<file path="config.mk">
export PLATFORM = sky130hd
export DESIGN_NAME = am9514_vec_int_engine
export DESIGN_NICKNAME = d
export VERILOG_FILES = /design/src/rtl/am9514_vec_int_engine.sv
export SDC_FILE = /design/constraint.sdc
export NUM_CORES = 2
export LEC_CHECK = 0
export ABC_AREA = 1
export CORE_UTILIZATION = 45
export CTS_BUF_LIST = sky130_fd_sc_hd__clkbuf_2
export DETAILED_ROUTE_END_ITERATION = 8
export GPL_ROUTABILITY_DRIVEN = 1
export GPL_TIMING_DRIVEN = 0
export PLACE_DENSITY_LB_ADDON = 0.12
export SETUP_SLACK_MARGIN = 0.5
export SYNTH_ARGS = -nofsm -noshare
export SYNTH_HDL_FRONTEND = slang
export SYNTH_SLANG_ARGS = --single-unit
</file>
<file path="constraint.sdc">
create_clock -name clk -period 6.35 [get_ports clk]
set_clock_uncertainty 0.05 [all_clocks]
set_input_delay 0.9525 -clock clk [delete_from_list [all_inputs] [get_ports clk]]
set_output_delay 0.9525 -clock clk [all_outputs]
set_load 0.005 [all_outputs]
</file>
<file path="src/rtl/am9514_vec_int_engine.sv">
// Vector integer engine: LANES elements per beat, registered single-stage output,
// optional per-element masking and saturating ADD/SUB.
module am9514_vec_int_engine #(
    parameter int LANES     = 4,
    parameter int ELEM_W    = 32,
    parameter int MAX_ELEMS = 16,
    localparam int CW = $clog2(MAX_ELEMS) + 1,
    localparam int DW = LANES * ELEM_W
) (
    input  logic                 clk,
    input  logic                 rst,
    input  logic                 start,
    input  logic [2:0]           opcode,
    input  logic [CW-1:0]        elem_count,
    input  logic                 mask_en,
    input  logic [MAX_ELEMS-1:0] mask,
    input  logic                 sat_en,
    input  logic                 is_signed,
    input  logic                 in_valid,
    output logic                 in_ready,
    input  logic [DW-1:0]        in_a,
    input  logic [DW-1:0]        in_b,
    output logic                 out_valid,
    input  logic                 out_ready,
    output logic [DW-1:0]        out_data,
    output logic [LANES-1:0]     out_lane_en,
    output logic                 busy,
    output logic                 done,
    output logic                 sat_flag
);

    localparam logic [2:0] OP_ADD = 3'd0;
    localparam logic [2:0] OP_SUB = 3'd1;
    localparam logic [2:0] OP_MIN = 3'd2;
    localparam logic [2:0] OP_MAX = 3'd3;
    localparam logic [2:0] OP_AND = 3'd4;
    localparam logic [2:0] OP_OR  = 3'd5;
    localparam logic [2:0] OP_XOR = 3'd6;
    localparam logic [2:0] OP_PA  = 3'd7;

    typedef enum logic [1:0] {IDLE, RUN, FLUSH, DONE} state_t;

    state_t state_q, state_d;

    logic [2:0]           op_q;
    logic [CW-1:0]        cnt_q;
    logic                 men_q;
    logic [MAX_ELEMS-1:0] mask_q;
    logic                 sat_q;
    logic                 sgn_q;
    logic [CW-1:0]        beat_q;

    logic                 accept;
    logic                 last_beat;
    logic [DW-1:0]        res;
    logic [LANES-1:0]     lane_en;
    logic                 any_sat;

    // Returns {clamped, result} for one computed lane.
    function automatic logic [ELEM_W:0] lane_op(
        input logic [2:0]        op,
        input logic [ELEM_W-1:0] a,
        input logic [ELEM_W-1:0] b,
        input logic              sat,
        input logic              sgn
    );
        logic [ELEM_W:0]   sum;
        logic [ELEM_W:0]   dif;
        logic [ELEM_W-1:0] r;
        logic [ELEM_W-1:0] smax;
        logic [ELEM_W-1:0] smin;
        logic              ovf;
        logic              lt;
        sum  = {1'b0, a} + {1'b0, b};
        dif  = {1'b0, a} - {1'b0, b};
        smax = {1'b0, {(ELEM_W-1){1'b1}}};
        smin = {1'b1, {(ELEM_W-1){1'b0}}};
        lt   = sgn ? ($signed(a) < $signed(b)) : (a < b);
        ovf  = 1'b0;
        r    = '0;
        unique case (op)
            OP_ADD: begin
                r   = sum[ELEM_W-1:0];
                ovf = sgn ? ((a[ELEM_W-1] == b[ELEM_W-1]) && (r[ELEM_W-1] != a[ELEM_W-1]))
                          : sum[ELEM_W];
                if (sat && ovf)
                    r = sgn ? (a[ELEM_W-1] ? smin : smax) : '1;
            end
            OP_SUB: begin
                r   = dif[ELEM_W-1:0];
                ovf = sgn ? ((a[ELEM_W-1] != b[ELEM_W-1]) && (r[ELEM_W-1] != a[ELEM_W-1]))
                          : dif[ELEM_W];
                if (sat && ovf)
                    r = sgn ? (a[ELEM_W-1] ? smin : smax) : '0;
            end
            OP_MIN: r = lt ? a : b;
            OP_MAX: r = lt ? b : a;
            OP_AND: r = a & b;
            OP_OR:  r = a | b;
            OP_XOR: r = a ^ b;
            OP_PA:  r = a;
        endcase
        return {sat && ovf, r};
    endfunction

    assign in_ready  = (state_q == RUN) && (!out_valid || out_ready);
    assign accept    = in_valid && in_ready;
    assign last_beat = ((32'(beat_q) + 1) * LANES) >= 32'(cnt_q);
    assign busy      = (state_q != IDLE);
    assign done      = (state_q == DONE);

    always_comb begin
        logic [31:0]          idx;
        logic [MAX_ELEMS-1:0] msh;
        logic [ELEM_W:0]      lr;
        logic [ELEM_W-1:0]    a;
        res     = '0;
        lane_en = '0;
        any_sat = 1'b0;
        idx     = '0;
        msh     = '0;
        lr      = '0;
        a       = '0;
        for (int i = 0; i < LANES; i++) begin
            idx = 32'(beat_q) * LANES + i;
            msh = mask_q >> idx;
            a   = in_a[i*ELEM_W +: ELEM_W];
            lr  = lane_op(op_q, a, in_b[i*ELEM_W +: ELEM_W], sat_q, sgn_q);
            if (idx < 32'(cnt_q)) begin
                lane_en[i] = 1'b1;
                if (!men_q || msh[0]) begin
                    res[i*ELEM_W +: ELEM_W] = lr[ELEM_W-1:0];
                    any_sat = any_sat | lr[ELEM_W];
                end else begin
                    res[i*ELEM_W +: ELEM_W] = a;
                end
            end
        end
    end

    always_ff @(posedge clk or posedge rst) begin
        if (rst) state_q <= IDLE;
        else     state_q <= state_d;
    end

    always_comb begin
        state_d = state_q;
        unique case (state_q)
            IDLE:  if (start) state_d = (elem_count == '0) ? DONE : RUN;
            RUN:   if (accept && last_beat) state_d = FLUSH;
            FLUSH: if (out_valid && out_ready) state_d = DONE;
            DONE:  state_d = IDLE;
        endcase
    end

    always_ff @(posedge clk or posedge rst) begin
        if (rst) begin
            op_q        <= '0;
            cnt_q       <= '0;
            men_q       <= 1'b0;
            mask_q      <= '0;
            sat_q       <= 1'b0;
            sgn_q       <= 1'b0;
            beat_q      <= '0;
            sat_flag    <= 1'b0;
            out_valid   <= 1'b0;
            out_data    <= '0;
            out_lane_en <= '0;
        end else begin
            if (state_q == IDLE && start) begin
                op_q     <= opcode;
                cnt_q    <= (elem_count > CW'(MAX_ELEMS)) ? CW'(MAX_ELEMS) : elem_count;
                men_q    <= mask_en;
                mask_q   <= mask;
                sat_q    <= sat_en;
                sgn_q    <= is_signed;
                beat_q   <= '0;
                sat_flag <= 1'b0;
            end
            if (accept) begin
                out_valid   <= 1'b1;
                out_data    <= res;
                out_lane_en <= lane_en;
                beat_q      <= beat_q + CW'(1);
                if (any_sat) sat_flag <= 1'b1;
            end else if (out_valid && out_ready) begin
                out_valid <= 1'b0;
            end
        end
    end

endmodule

</file>
* After elaboration in Yosys (flattened, before gate mapping)
Index checks and enable logic that the tools add are counted.
** Cells by class
- Reduce and logical (&&, ||, !) cells :: 39
- Eq/ne operators :: 29
- Add/sub/neg operators :: 13
- $lt $le $gt $ge :: 14
- Bitwise gates (word level) :: 15
- Mux-type cells :: 81
- Shift-type cells :: 4
** Operators with widths (number)
- $mux W32 :: 36
- $pmux W32 S8 :: 4
- $lt A32 B32 Y1 :: 8
- $add A32 B32 Y33 :: 4
- $sub A32 B32 Y33 :: 4
- $and A32 B32 Y32 :: 4
- $or A32 B32 Y32 :: 4
- $xor A32 B32 Y32 :: 4
- $shr A16 B8 Y1 :: 3
- $mux W1 :: 29
- $logic_and A1 B1 Y1 :: 25
- $lt A8 B5 Y1 :: 3
- $add A7 B2 Y8 const B :: 2
- $shr A16 B7 Y1 :: 1
- $mux W5 :: 3
- $eq A3 B3 Y1 const B :: 4
- $ne A1 B1 Y1 :: 12
- $add A7 B1 Y8 const B :: 1
- $ge A8 B5 Y1 :: 1
- $mux W2 :: 4
- $pmux W1 S2 :: 4
- $pmux W2 S4 :: 1
- $lt A7 B5 Y1 :: 1
- $add A5 B1 Y6 const B :: 1
- other kinds (17) :: 32
** Storage, ports and cells
- Flip-flop bits (word level) :: 168
- Output and inout bits :: 137
- Logic and storage cells :: 207
- Input port bits :: 288

* Longest topological paths before layout
- Word-level depth :: 19
- Depth in mapped cells :: 26
- Mapped depth without buffers :: 24

* Worst setup path before layout
Ideal clock, no wire load.
- Path kind :: input to register
- From :: in in_a[0]
- To :: reg out_data[21]
- Library setup time :: 116 ps
- Stages on the path :: 23
- Required time :: 6184 ps
- Slack :: 3053 ps
- Arrival time :: 3130 ps
- Cells stage by stage :: inv_1 ha_1 inv_1 fa_1 nand3_1 nand2_1 nand2_1 nand2_2 nand2_1 nand2_1 nand2_1 nand3_1 nand3_4 buf_2 nand3_1 nand3_1 nand2_1 nor2_1 nand2_1 nand2_1 nand2_1 nand2_1 nand2_1
** Between the ends
- Cells in the longest elaborated chain, start to end :: 9
- Elaborated cells between the ends (all ways) :: 20
- Those cells by class :: add/sub (2); order compare (2); eq/ne (2); mux (10); reduce/logical (4)
** Ends and longest elaborated chain
- start: declaration :: RTL line 21 : input logic [DW-1:0] in_a,
- $sub A32 B32 Y33 / $add A32 B32 Y33 (equally long branches) :: RTL line 75, 74
- $ne A1 B1 Y1, on equally long branches :: RTL line 91, 84
- $logic_and A1 B1 Y1, on equally long branches :: RTL line 91, 84
- $mux W1, on equally long branches :: RTL line 91, 84
- $logic_and A1 B1 Y1, on equally long branches :: RTL line 93, 86
- $mux W32, on equally long branches :: RTL line 93, 86
- $pmux W32 S8 (*) :: RTL line 81 : unique case (op)
- $mux W32 (*) :: RTL line 131 : if (!men_q || msh[0]) begin
- $mux W32 (*) :: RTL line 129 : if (idx < 32'(cnt_q)) begin
- end signal: assignment :: RTL line 182 : out_data <= res;
- end: declaration :: RTL line 25 : output logic [DW-1:0] out_data,
Mark *: on every way between the ends. The rest lies on a longest branch, timed or not.
A chain may end at the register's enable or synchronous reset.

* Worst setup path after layout
- From :: reg op_q[2]
- To :: reg out_data[28]
** Between the ends
- Cells in the longest elaborated chain, start to end :: 4
- Elaborated cells between the ends (all ways) :: 11
- Those cells by class :: eq/ne (7); mux (3); reduce/logical (1)
** Ends and longest elaborated chain
- start: declaration :: RTL line 45 : logic [2:0] op_q;
- start signal: assignment :: RTL line 171 : op_q <= opcode;
- $eq A3 B3 Y1, or another cell as far along :: RTL line 81
- $pmux W32 S8 (*) :: RTL line 81
- $mux W32 (*) :: RTL line 131
- $mux W32 (*) :: RTL line 129
Marked as above.

==> reports/results.tsv <==
metric	value	unit
synth_warnings	0	
numCtsBuffers	17	
start_util	45.47	%
cts_tree	yes	
max_cap_viol_count	1	
synth_seq_cells	168	
die_w	298.3	microns
core_area	86890	sq um
post_dp_cell_area	45280	sq um
synth_area	39510	sq um
crit_chain	inv_1 > clkbuf_1 > nand2_1 > inv_1 > clkbuf_1 > clkbuf_1 > clkbuf_1 > nand2_1 > nand2_1 > nand2_1 > nand2_1 > nand2_1	
clk_pin_slew_worst_paths	490	ps
cts_sinks	168	
post_cts_resized	0	
die-area	88980	sq um
start_kind	register	
intPower	5.934	mW
dp_hpwl	165.0	mm
crit_arrival	6220	ps
cp-end-kind	register	
max_freq	201.6	MHz
ys_async_sr_fraction	100.0	%
ys_seq_area_share	10.64	%
crit_family	buffers and inverters	
violations	DRC, capacitance limit, slew limit	
hold_viol_final	0	
pwr_density_cell	356.1	nW/um^2
synth_edf_count	0	
synth_cells	7119	
grt_max_degree	97	
finalSetupViolCount	0	
switching_share	63.58	%
postCtsSetupBuffers	0	
status	finished, violations left	
routabilityCongestion	1.066	
hp-class	input port to register	
final_nets	8271	
ys_types	54	
cp.required	7610	ps
critical_path_buf_inv_count	6	
synthesis.nets	7812	
synth_area_leaders	nand2_1, ha_1, dfrtp_1	
area_growth	15.80	%
yosysMostFrequentCell	nand2_1	
path_common_cell	nand2_1	
clock_path_buffers	2	
grt_pass1_wl	303.2	mm
grt_setup_unrepaired	false	
vias_per_cell	5.906	
yosysTopAreaCell	nand2_1	
design_area	45750	sq um
netlist.area_leader.share	23.47	%
die_h	298.3	microns
syn-mean-instance-area	5.550	sq um
worstPathMaxFanout	10	
ios	425	
slew_headroom	-6.030	%
pwr-share-clk	5.1	%
firstDrtPassIters	9	
clock_latency	1390	ps
grt_usage	45.02	%
crit_slowest_cell	clkbuf_1	
antenna_left	0	
combPwrFrac	83.9	%
yosys-top-cells-count	nand2_1, inv_1, nor2_1	
row_count	108	
leakage	24.69	nW
io_buffers	424	
grt-ovfl-total	0	
drive_above_1_share	5.032	%
route.detailed.drc	2	
wl_per_cell	23.81	microns
antenna_found_initial	17	
drt_iter0_markers	6960	
netSwitchingPower	10.36	mW
finalWirelength	208.6	mm
min_period	4961	ps
slew_viol_final	11	
dr_total_vias	51750	
worst_slew_pin_slew	1590	ps
first_global_vias	48780	
synth_flop_cell	dfrtp_1	
h-tree-depth	4	
pwr-share-seq	11.0	%
slowest_delay	1000	ps
worstSetupPathType	register to register	
vdd_drop_max	309.5	uV
cts_root_buf	clkbuf_2	
post-route-util	52.65	%
period_share	78.13	%
==> sequential cells by signal, summed over array words and instances, names as in the netlist <==
name,count
beat_q,5
cnt_q,5
mask_q,16
men_q,1
op_q,3
out_data,128
out_lane_en,4
out_valid,1
sat_flag,1
sat_q,1
sgn_q,1
state_q,2
==> path summary, 6_finish.rpt <==
kind,start,to,slack [ps],cells past startpoint
worst max register to register,op_q[2]$_DFFE_PP0P_,out_data[28]$_DFFE_PP0P_,1390,12
max in group asynchronous,rst,out_data[7]$_DFFE_PP0P_,4620,4
worst min-delay path,mask[15],mask_q[15]$_DFFE_PP0P_,120,3
min in group asynchronous,rst,out_data[93]$_DFFE_PP0P_,500,3
worst max-delay path,op_q[2]$_DFFE_PP0P_,out_data[28]$_DFFE_PP0P_,1390,12
worst min register to register,out_data[39]$_DFFE_PP0P_,out_data[39]$_DFFE_PP0P_,470,2
==> power groups by stage <==
stage / Clock, mW / Combinational [mW] / Sequential [mW]
floorplan: 0 / 7.86 / 1.79
global placement: 0 / 12.8 / 1.79
detailed placement: 0 / 13.0 / 1.80
CTS: 0.838 / 13.1 / 1.79
global route: 0.865 / 14.6 / 1.84
finish: 0.826 / 13.7 / 1.80
==> what timing repair did <==
action,CTS,global route
endpoints found under the hold margin,65,0
endpoints found under the setup margin,0,0
hold buffers,11,0
==> area by class of cell <==
class,instances,area (sq um)
fill,9399,41140
antenna,16,40.04
sequential,168,4204
timing repair buffer,440,4434
inverter,890,3348
buffer,389,1896
clock buffer,17,85.08
clock inverter,15,211.5
tap,1155,1445
multi-input combinational,5672,30090
==> metal layers <==
layer	vias up	global-route usage, %	wire, microns
met3	730	10.21	23430
li1	23820	-	-
met1	23840	57.50	82760
met5	-	0	75
met4	10	26.89	13350
met2	3351	68.97	89000
==> worst register-to-register path: stages, from the launching register on <==
cell,delay (ps)
dfrtp_1,600
inv_1,180
clkbuf_1,1000
nand2_1,330
inv_1,140
clkbuf_1,610
clkbuf_1,870
clkbuf_1,540
nand2_1,270
nand2_1,130
nand2_1,60
nand2_1,60
nand2_1,50
==> through the flow <==
stage / hold WS [ps] / TNS, ps / cells / setup WS [ps] / total power [mW]
6_report: 119.3 / 0 / 8762 / 1389 / 16.29
5_1_grt: 34.23 / 0 / 8755 / 1544 / 17.27
3_5_place_dp: 413.6 / 0 / 8701 / 1181 / 14.83
3_3_place_gp: 408.7 / -337920 / 8698 / -2075 / 14.63
4_1_cts: 10.33 / 0 / 8744 / 1728 / 15.72
2_1_floorplan: 393.6 / 0 / 7119 / 800.8 / 9.645
==> layout by cell type, fill, tap and decap left out, types with 34 or more instances in the layout <==
master / instances
o211ai_1: 115
xor2_1: 196
o21bai_1: 61
o221ai_1: 34
nor3_1: 61
clkdlybuf4s50_1: 424
a221oi_1: 41
buf_2: 175
nand3_1: 530
nand2_1: 2470
nor2_1: 631
clkbuf_1: 152
ha_1: 397
o2111ai_1: 78
dfrtp_1: 168
inv_1: 860
o21ai_0: 344
a21oi_1: 437
==> logic make-up after synthesis <==
| logic type | synth area share, % |
|---|---|
| AO/OA/AOI/OAI | 19.18 |
| AND/OR/NAND/NOR | 39.30 |
| flip-flops | 10.64 |
| buffers and inverters | 13.24 |
| adder cells (fa/ha/maj) | 12.98 |
| XOR/XNOR | 4.655 |
(Power assumes the default switching activity.)
